`src/rtl/prog_loader_pkg.sv`:
```
// Shared types and constants for the instruction-memory loader.
package prog_loader_pkg;

    // Loader FSM states.
    typedef enum logic [2:0] {
        ST_IDLE  = 3'd0,
        ST_LEN   = 3'd1,
        ST_DATA  = 3'd2,
        ST_WRITE = 3'd3,
        ST_CHK   = 3'd4,
        ST_DONE  = 3'd5,
        ST_ERR   = 3'd6
    } state_e;

    // A LEN byte of zero stands for a full 256-word image.
    localparam logic [8:0] LEN_ZERO_WORDS = 9'd256;

    // Byte-lane order: the first byte of a word lands in the top lane.
    localparam logic MSB_FIRST = 1'b1;

    // Translate the LEN byte into the number of words that follow.
    function automatic logic [8:0] len_to_words(input logic [7:0] len);
        logic [8:0] words_s;
        if (len == 8'd0) begin
            words_s = LEN_ZERO_WORDS;
        end else begin
            words_s = {1'b0, len};
        end
        return words_s;
    endfunction

endpackage

```
`src/rtl/prog_loader_byte_packer.sv`:
```
// Packs a byte stream into memory words; first byte goes to the lane
// selected by MSB_FIRST. The word output already contains the byte being
// shifted in, so the caller can write it on the same edge that takes it.
module byte_packer
    import prog_loader_pkg::*;
#(
    parameter int DATA_W = 32
) (
    input  logic              clk,
    input  logic              n_rst,
    input  logic              clear,
    input  logic              shift_en,
    input  logic [7:0]        byte_in,
    output logic [DATA_W-1:0] word,
    output logic              full
);

    logic [DATA_W-1:0] sreg_q;
    logic [DATA_W-1:0] sreg_d;
    logic [1:0]        lane_q;
    logic [1:0]        lane_d;
    logic [DATA_W-1:0] word_s;

    // Next shift-register and lane-count values.
    always_comb begin
        word_s = sreg_q;
        if (shift_en) begin
            if (MSB_FIRST) begin
                word_s = {sreg_q[DATA_W-9:0], byte_in};
            end else begin
                word_s = {byte_in, sreg_q[DATA_W-1:8]};
            end
        end else begin
            word_s = sreg_q;
        end

        if (clear) begin
            sreg_d = {DATA_W{1'b0}};
            lane_d = 2'd0;
        end else if (shift_en) begin
            sreg_d = word_s;
            lane_d = lane_q + 2'd1;
        end else begin
            sreg_d = sreg_q;
            lane_d = lane_q;
        end
    end

    // Shift register and lane counter state.
    always_ff @(posedge clk or negedge n_rst) begin
        if (!n_rst) begin
            sreg_q <= {DATA_W{1'b0}};
            lane_q <= 2'd0;
        end else begin
            sreg_q <= sreg_d;
            lane_q <= lane_d;
        end
    end

    assign word = word_s;
    assign full = shift_en && (lane_q == 2'd3);

endmodule

```
`src/rtl/prog_loader.sv`:
```
// Framed byte-stream loader for the 256x32 instruction memory; keeps the
// processor in reset until an image with a good checksum has been written.
module prog_loader
    import prog_loader_pkg::*;
#(
    parameter int ADDR_W = 8,
    parameter int DATA_W = 32
) (
    input  logic              clk,
    input  logic              n_rst,
    input  logic              start,
    input  logic              in_valid,
    input  logic [7:0]        in_data,
    output logic              in_ready,
    output logic [ADDR_W-1:0] mem_addr,
    output logic [DATA_W-1:0] mem_data,
    output logic              mem_wren,
    output logic              busy,
    output logic              done,
    output logic              err,
    output logic              cpu_run
);

    state_e            state_q, state_d;
    logic [ADDR_W-1:0] addr_q, addr_d;
    logic [8:0]        cnt_q, cnt_d;
    logic [7:0]        xor_q, xor_d;
    logic              in_ready_q, in_ready_d;
    logic [ADDR_W-1:0] mem_addr_q, mem_addr_d;
    logic [DATA_W-1:0] mem_data_q, mem_data_d;
    logic              mem_wren_q, mem_wren_d;
    logic              busy_q, busy_d;
    logic              done_q, done_d;
    logic              err_q, err_d;
    logic              cpu_run_q, cpu_run_d;

    logic              accept_s;
    logic              pk_shift_s;
    logic              pk_clear_s;
    logic [DATA_W-1:0] pk_word_s;
    logic              pk_full_s;

    assign accept_s   = in_valid && in_ready_q;
    assign pk_shift_s = accept_s && (state_q == ST_DATA);
    assign pk_clear_s = start && (state_q == ST_IDLE);

    byte_packer #(
        .DATA_W (DATA_W)
    ) u_packer (
        .clk      (clk),
        .n_rst    (n_rst),
        .clear    (pk_clear_s),
        .shift_en (pk_shift_s),
        .byte_in  (in_data),
        .word     (pk_word_s),
        .full     (pk_full_s)
    );

    // Frame sequencing: next state plus next values of every output register.
    always_comb begin
        state_d    = state_q;
        addr_d     = addr_q;
        cnt_d      = cnt_q;
        xor_d      = xor_q;
        mem_addr_d = mem_addr_q;
        mem_data_d = mem_data_q;
        mem_wren_d = 1'b0;
        busy_d     = busy_q;
        done_d     = 1'b0;
        err_d      = err_q;
        cpu_run_d  = cpu_run_q;

        case (state_q)
            ST_IDLE: begin
                if (start) begin
                    state_d   = ST_LEN;
                    busy_d    = 1'b1;
                    err_d     = 1'b0;
                    cpu_run_d = 1'b0;
                    addr_d    = {ADDR_W{1'b0}};
                    xor_d     = 8'd0;
                end else begin
                    state_d = ST_IDLE;
                end
            end
            ST_LEN: begin
                if (accept_s) begin
                    cnt_d   = len_to_words(in_data);
                    state_d = ST_DATA;
                end else begin
                    state_d = ST_LEN;
                end
            end
            ST_DATA: begin
                if (accept_s) begin
                    xor_d = xor_q ^ in_data;
                    if (pk_full_s) begin
                        state_d    = ST_WRITE;
                        mem_wren_d = 1'b1;
                        mem_addr_d = addr_q;
                        mem_data_d = pk_word_s;
                    end else begin
                        state_d = ST_DATA;
                    end
                end else begin
                    state_d = ST_DATA;
                end
            end
            ST_WRITE: begin
                // Address wraps to 0 after word 255; no write follows it.
                addr_d = addr_q + ADDR_W'(1);
                cnt_d  = cnt_q - 9'd1;
                if (cnt_q == 9'd1) begin
                    state_d = ST_CHK;
                end else begin
                    state_d = ST_DATA;
                end
            end
            ST_CHK: begin
                if (accept_s) begin
                    busy_d = 1'b0;
                    if (in_data == xor_q) begin
                        state_d   = ST_DONE;
                        done_d    = 1'b1;
                        cpu_run_d = 1'b1;
                    end else begin
                        state_d = ST_ERR;
                        err_d   = 1'b1;
                    end
                end else begin
                    state_d = ST_CHK;
                end
            end
            ST_DONE: begin
                state_d = ST_IDLE;
            end
            ST_ERR: begin
                state_d = ST_IDLE;
            end
            default: begin
                state_d = ST_IDLE;
            end
        endcase

        // The stream is open exactly in the byte-accepting states.
        if ((state_d == ST_LEN) || (state_d == ST_DATA) || (state_d == ST_CHK)) begin
            in_ready_d = 1'b1;
        end else begin
            in_ready_d = 1'b0;
        end
    end

    // State and output registers.
    always_ff @(posedge clk or negedge n_rst) begin
        if (!n_rst) begin
            state_q    <= ST_IDLE;
            addr_q     <= {ADDR_W{1'b0}};
            cnt_q      <= 9'd0;
            xor_q      <= 8'd0;
            in_ready_q <= 1'b0;
            mem_addr_q <= {ADDR_W{1'b0}};
            mem_data_q <= {DATA_W{1'b0}};
            mem_wren_q <= 1'b0;
            busy_q     <= 1'b0;
            done_q     <= 1'b0;
            err_q      <= 1'b0;
            cpu_run_q  <= 1'b0;
        end else begin
            state_q    <= state_d;
            addr_q     <= addr_d;
            cnt_q      <= cnt_d;
            xor_q      <= xor_d;
            in_ready_q <= in_ready_d;
            mem_addr_q <= mem_addr_d;
            mem_data_q <= mem_data_d;
            mem_wren_q <= mem_wren_d;
            busy_q     <= busy_d;
            done_q     <= done_d;
            err_q      <= err_d;
            cpu_run_q  <= cpu_run_d;
        end
    end

    assign in_ready = in_ready_q;
    assign mem_addr = mem_addr_q;
    assign mem_data = mem_data_q;
    assign mem_wren = mem_wren_q;
    assign busy     = busy_q;
    assign done     = done_q;
    assign err      = err_q;
    assign cpu_run  = cpu_run_q;

endmodule

```
`config.mk`:
```
export PLATFORM = sky130hd
export DESIGN_NAME = prog_loader
export DESIGN_NICKNAME = d
export VERILOG_FILES = /design/src/rtl/prog_loader_pkg.sv /design/src/rtl/prog_loader_byte_packer.sv /design/src/rtl/prog_loader.sv
export SDC_FILE = /design/constraint.sdc
export NUM_CORES = 1
export LEC_CHECK = 0
export CORE_AREA = 2 2 89 91
export DETAILED_ROUTE_END_ITERATION = 10
export DIE_AREA = 0 0 91 93
export HOLD_SLACK_MARGIN = 0.15
export PLACE_DENSITY = 0.83
export SLEW_MARGIN = 20
export SYNTH_ARGS = -nofsm -noshare
export SYNTH_HDL_FRONTEND = slang
export SYNTH_SLANG_ARGS = --single-unit
```
`constraint.sdc`:
```
create_clock -name clk -period 4.1 [get_ports clk]
set_input_delay 1.23 -clock clk [delete_from_list [all_inputs] [get_ports clk]]
set_output_delay 1.23 -clock clk [all_outputs]
set_load 0.02 [all_outputs]
```
# Yosys cells after proc, flatten, opt, wreduce, memory -nomap -nowiden
# Index checks and enable logic that the tools add are counted.
[totals]
reg_bits = 108
latch_bits = 0
ram_bits = 0
rom_bits = 0
inputBits = 12
wordCells = 91
mem_count = 0
[classes]
add_sub_neg = 3
multipliers = 0
div_mod_pow = 0
n_lt_le_gt_ge = 0
n_eq_ne = 16
n_shift = 0
muxes = 37
bitwise_logic = 1
reduce_logical = 20
[ops]
columns = ["operator", "n"]
rows = [
  ["2-to-1 mux 32 bit", 3],
  ["case mux 8 bit (2 select lines)", 2],
  ["2-to-1 mux 9 bit", 2],
  ["case mux 9 bit (2 select lines)", 1],
  ["2-to-1 mux 1 bit", 16],
  ["2-to-1 mux 8 bit", 2],
  ["case mux 3 bit (5 select lines)", 1],
  ["inequality test 2 bit (second input constant)", 6],
  ["nonzero test 2 bit", 5],
  ["equality test 3 x 2 -> 1 bit (second input constant)", 3],
  ["equality test 9 x 1 -> 1 bit (second input constant)", 1],
  ["2-to-1 mux 3 bit", 3],
  ["AND reduction 3 bit", 3],
  ["subtractor 9 x 1 -> 9 bit (second input constant)", 1],
  ["adder 8 x 1 -> 8 bit (second input constant)", 1],
  ["equality test 8 bit", 1],
  ["logical NOT 8 bit", 1],
  ["2-to-1 mux 2 bit", 4],
  ["AND reduction 4 bit", 2],
  ["bitwise XOR 8 bit", 1],
  ["equality test 3 x 1 -> 1 bit (second input constant)", 2],
  ["equality test 3 bit (second input constant)", 2],
  ["case mux 1 bit (2 select lines)", 3],
  ["logical AND 1 bit", 4],
  ["other kinds (5)", 7],
]

# Depth between registers and ports, before layout
[logic_depth]
depth_word = 10
depth_mapped = 8

# Hierarchy
# Synthesis repeated with hierarchy kept, for this count alone.
[hier_totals]
cells_unflattened = 395
area_unflattened_um2 = 4953.5
[by_module_without_submodules]
columns = ["mod", "instances", "cells_per_inst", "area_per_inst_um2", "seq_area_each_um2"]
rows = [
  ["prog_loader", 1, 284, 3339.5, 1851.8],
  ["byte_packer", 1, 111, 1614.0, 850.8],
]

# Worst setup path before layout
# OpenSTA, ideal clock, no wires.
[synth_path]
kind = "input port to flip-flop"
from = "input port in_valid"
to = "register mem_data_q[10], in the netlist mem_data[10]"
arrival_ns = 2.377
required_time_ns = 3.975
setup_slack_ns = 1.598
path_stages = 6
path_buffers = 2
cell_sequence = "and3b_1 > and3_1 > clkbuf_2 > nand2_2 > buf_2 > mux2_2"
[synth_between]
elab_chain_cells = 4
elab_cells_between_ends = 5
classes_between = "1 x mux; 4 x reduce/logical"
[synth_rtl]
columns = ["item", "line_no", "text"]
rows = [
  ["start: declaration", "prog_loader.sv:12", "input logic in_valid,"],
  ["logical AND 1 bit (*)", "prog_loader.sv:43", "assign accept_s = in_valid && in_ready_q;"],
  ["logical AND 1 bit", "prog_loader.sv:44", "assign pk_shift_s = accept_s && (state_q == ST_DATA);"],
  ["logical AND 1 bit", "prog_loader_byte_packer.sv:61", "assign full = shift_en && (lane_q == 2'd3);"],
  ["AND reduction 3 bit (no line)", "-", ""],
  ["end signal: assignment", "prog_loader.sv:162", "mem_data_q <= {DATA_W{1'b0}};"],
  ["end signal: assignment", "prog_loader.sv:175", "mem_data_q <= mem_data_d;"],
  ["end: declaration", "prog_loader.sv:30", "logic [DATA_W-1:0] mem_data_q, mem_data_d;"],
]
# Every way passes the cells marked *; elsewhere a longest branch is shown, timed or not.
# A chain may end at the register's enable or synchronous reset.

# Final worst setup path
[layout_path]
from = "input port in_valid"
to = "register mem_data_q[13], in the netlist mem_data[13]"
# Same word-level chain as after synthesis.

==> qor.txt <==
Outcome: completed
Hold Fails Final Rpt: 0
DRT iter0 DRCs: 273
HPWL Detailed: 5680 um
Worst-skew pair later-pin latency: 0.35 ns
Reg-to-Reg Start: state_q[2]$_DFF_PN0_
CTS root buf: clkbuf_8
CTS clk-pin slew, worst paths: 0.09 ns
Number of global-route vias before repair: 3024
Max Fclk: 350 MHz
Placeable Area: 7530 um^2
Rel. slew slack: 48.6%
CP Launch Point: in_valid
Hold Path Class: flop to flop
DR vias: 3076
Mean Syn Cell Area: 11.1 um^2
Pwr dens: 714 nW/um^2
Worst Path Arrival: 3.10 ns
Clock Path Buffers: 2
Largest net degree at the start of global routing: 101
Critical path class: input pin to flop
Max-slew violation count: 0
Clock sink count: 100
Global-route wire length before repair: 14600 um
Worst R2R End: mem_data[13]$_DFFE_PN0P_
CP Max Fanout: 27
Final worst-path cycle share: 69.7%
Synth Register Bits: 100
Count of cell types in the netlist: 47
VDD IR-drop max: 0.430 mV
Drt pass-1 iters: 4
Die height: 93 um
Synth top cells by count: dfrtp_1 (100), nand2_1 (68), o21ai_0 (54)
Final wirelength: 8600 um
Drt via density: 5.65
Worst Skew: 0.00550 ns
Reg2Reg Setup Slack: 1.99 ns
Top-count cell post-synth: dfrtp_1
DRC: 0
GP Congestion: 0.795
Worst hold margin: 0.479 ns
Num ports: 58
Top_reg_cell synth: dfrtp_1
Power after layout: 3.66 mW
I/O Buffers: 57
Minimum clock period: 2.86 ns
Leak Pwr: 2.33 nW
Post-synth top area cell: dfrtp_1
Layout cells sized above 1: 14.9%
Initial antenna violation count: 0
Initial Utilization: 57.0%
Number of synthesized flops with an enable pin: 0
Post-Synthesis Cells: 388
CP endpoint kind: flop
Gr ovfl total: 0
Total global-route track usage: 21.7%
Diodes inserted: 0
Hold buffer count at CTS: 0
CTS tree: done
Unrepaired setup endpoints after global routing: no
Setup TNS: 0 ns
Top post-synthesis cells by area: dfrtp_1 (58%), mux2_2 (11%), o21ai_0 (6.3%)
YS warnings: 0
Post-synth ARST share: 100%
Mapped Area: 4290 um^2
Post-CTS setup repair buffer count: 0
Post-synth top area share: 58.4%
WP data required: 4.34 ns
Clock buffer count from CTS: 9
Total of max-cap violations: 0
Post-CTS sizing: 0
Worst Setup EP: mem_data[13]$_DFFE_PN0P_
Routed Antenna Nets: 0
Core Rows: 32
R2R cell count: 5
DR WL/cell: 15.8 um
Layout area overhead: 19.6%
Final net count: 453
Setup crit start kind: input pin
Post-synthesis net count: 404
Worst-Margin Slew: 0.768 ns
Die ar.: 8460 um^2
Chip Width: 91 um
Final setup violation count: 0
Seq/Total Area, Yosys: 58.4%
CTS H-tree depth: 3
## worst min path at each step
stage | start | to | slack, ns | cells after the start
after CTS | busy$_DFFE_PN0P_ | busy$_DFFE_PN0P_ | 0.49 | 2
after detailed placement | busy$_DFFE_PN0P_ | busy$_DFFE_PN0P_ | 0.46 | 2
after floorplan | cnt_q[8]$_DFFE_PN0P_ | cnt_q[8]$_DFFE_PN0P_ | 0.44 | 1
final | busy$_DFFE_PN0P_ | busy$_DFFE_PN0P_ | 0.48 | 2
after global placement | busy$_DFFE_PN0P_ | busy$_DFFE_PN0P_ | 0.46 | 2
after global routing | cnt_q[8]$_DFFE_PN0P_ | cnt_q[8]$_DFFE_PN0P_ | 0.52 | 1
## final cells by class
class                           count  area, um^2
Clock inverter                      3        46.3
Inverter                            6        22.5
Clock buffer                       13         149
Timing Repair Buffer               61         623
Tap cell                          102         128
Fill cell                         583        2400
Multi-Input combinational cell    259        1660
Sequential cell                   100        2500
## kinds of logic (layout without fill, tap and decap cells)
family          count (synthesis)  count (layout)  synth area share [%]
buf+inv                        29              83                  3.03
fa+ha+maj                       4               4                  1.17
compound gates                 81              81                  10.8
xor+xnor                        9               9                  1.84
mux                            43              43                  11.2
flops                         100             100                  58.4
simple gates                  122             122                  13.5
## registers in the layout, indices dropped and copies added (netlist names), 2 cells and up
name / count
xor_q: 8
cnt_q: 9
u_packer.sreg_q: 24
mem_addr: 8
addr_q: 8
state_q: 3
u_packer.lane_q: 2
mem_data: 32
## worst max-delay path, cell delays in order
cell and delay [ns]:
clkdlybuf4s50_1 0.44, and3b_1 0.25, and3_1 0.22, nand2_2 0.35
buf_12 0.25, mux2_2 0.36
## layer usage
layer / up-vias / track usage [%] / part of all wire (%)
li1: 1458 / - / -
met1: 1534 / 30.0 / 45
met2: 71 / 35.0 / 49
met3: 13 / 2.66 / 3.7
met4: 0 / 9.97 / 1.9
met5: - / 0 / 0
## power by group
part	switching (mW)	internal [mW]
Clock	0.327	0.301
Combinational	0.766	0.650
Sequential	0.271	1.34
## cell usage in the layout (no fill, tap or decap), types with 2 or more instances in the layout
master,count
mux2_2,41
clkdlybuf4s50_1,56
nand2_1,68
clkbuf_1,3
o211ai_1,3
nor2_1,16
nor4_1,5
and3b_1,2
nand2b_1,2
ha_1,4
xor2_1,9
a211oi_1,2
clkbuf_8,10
nand3_1,4
mux2i_1,2
buf_12,2
a31oi_1,3
nand3b_1,3
nand4_1,6
a21o_1,3
a22oi_1,2
dfrtp_1,100
or3b_2,2
o21ai_0,54
buf_4,3
inv_1,6
and3_1,2
a21oi_1,6
## per-stage QoR
step / cell area [um^2] / cells / utilization [%] / worst slack, ns
final: 5130 / 544 / 68.1 / 1.24
after floorplan: 4290 / 388 / - / 1.60
after global routing: 5130 / 544 / 68.1 / 1.17
after CTS: 5130 / 544 / 68.1 / 1.26
after global placement: 4930 / 528 / 65.5 / 0.937
after detailed placement: 4930 / 528 / 65.5 / 0.879
(Power assumes the default switching activity.)
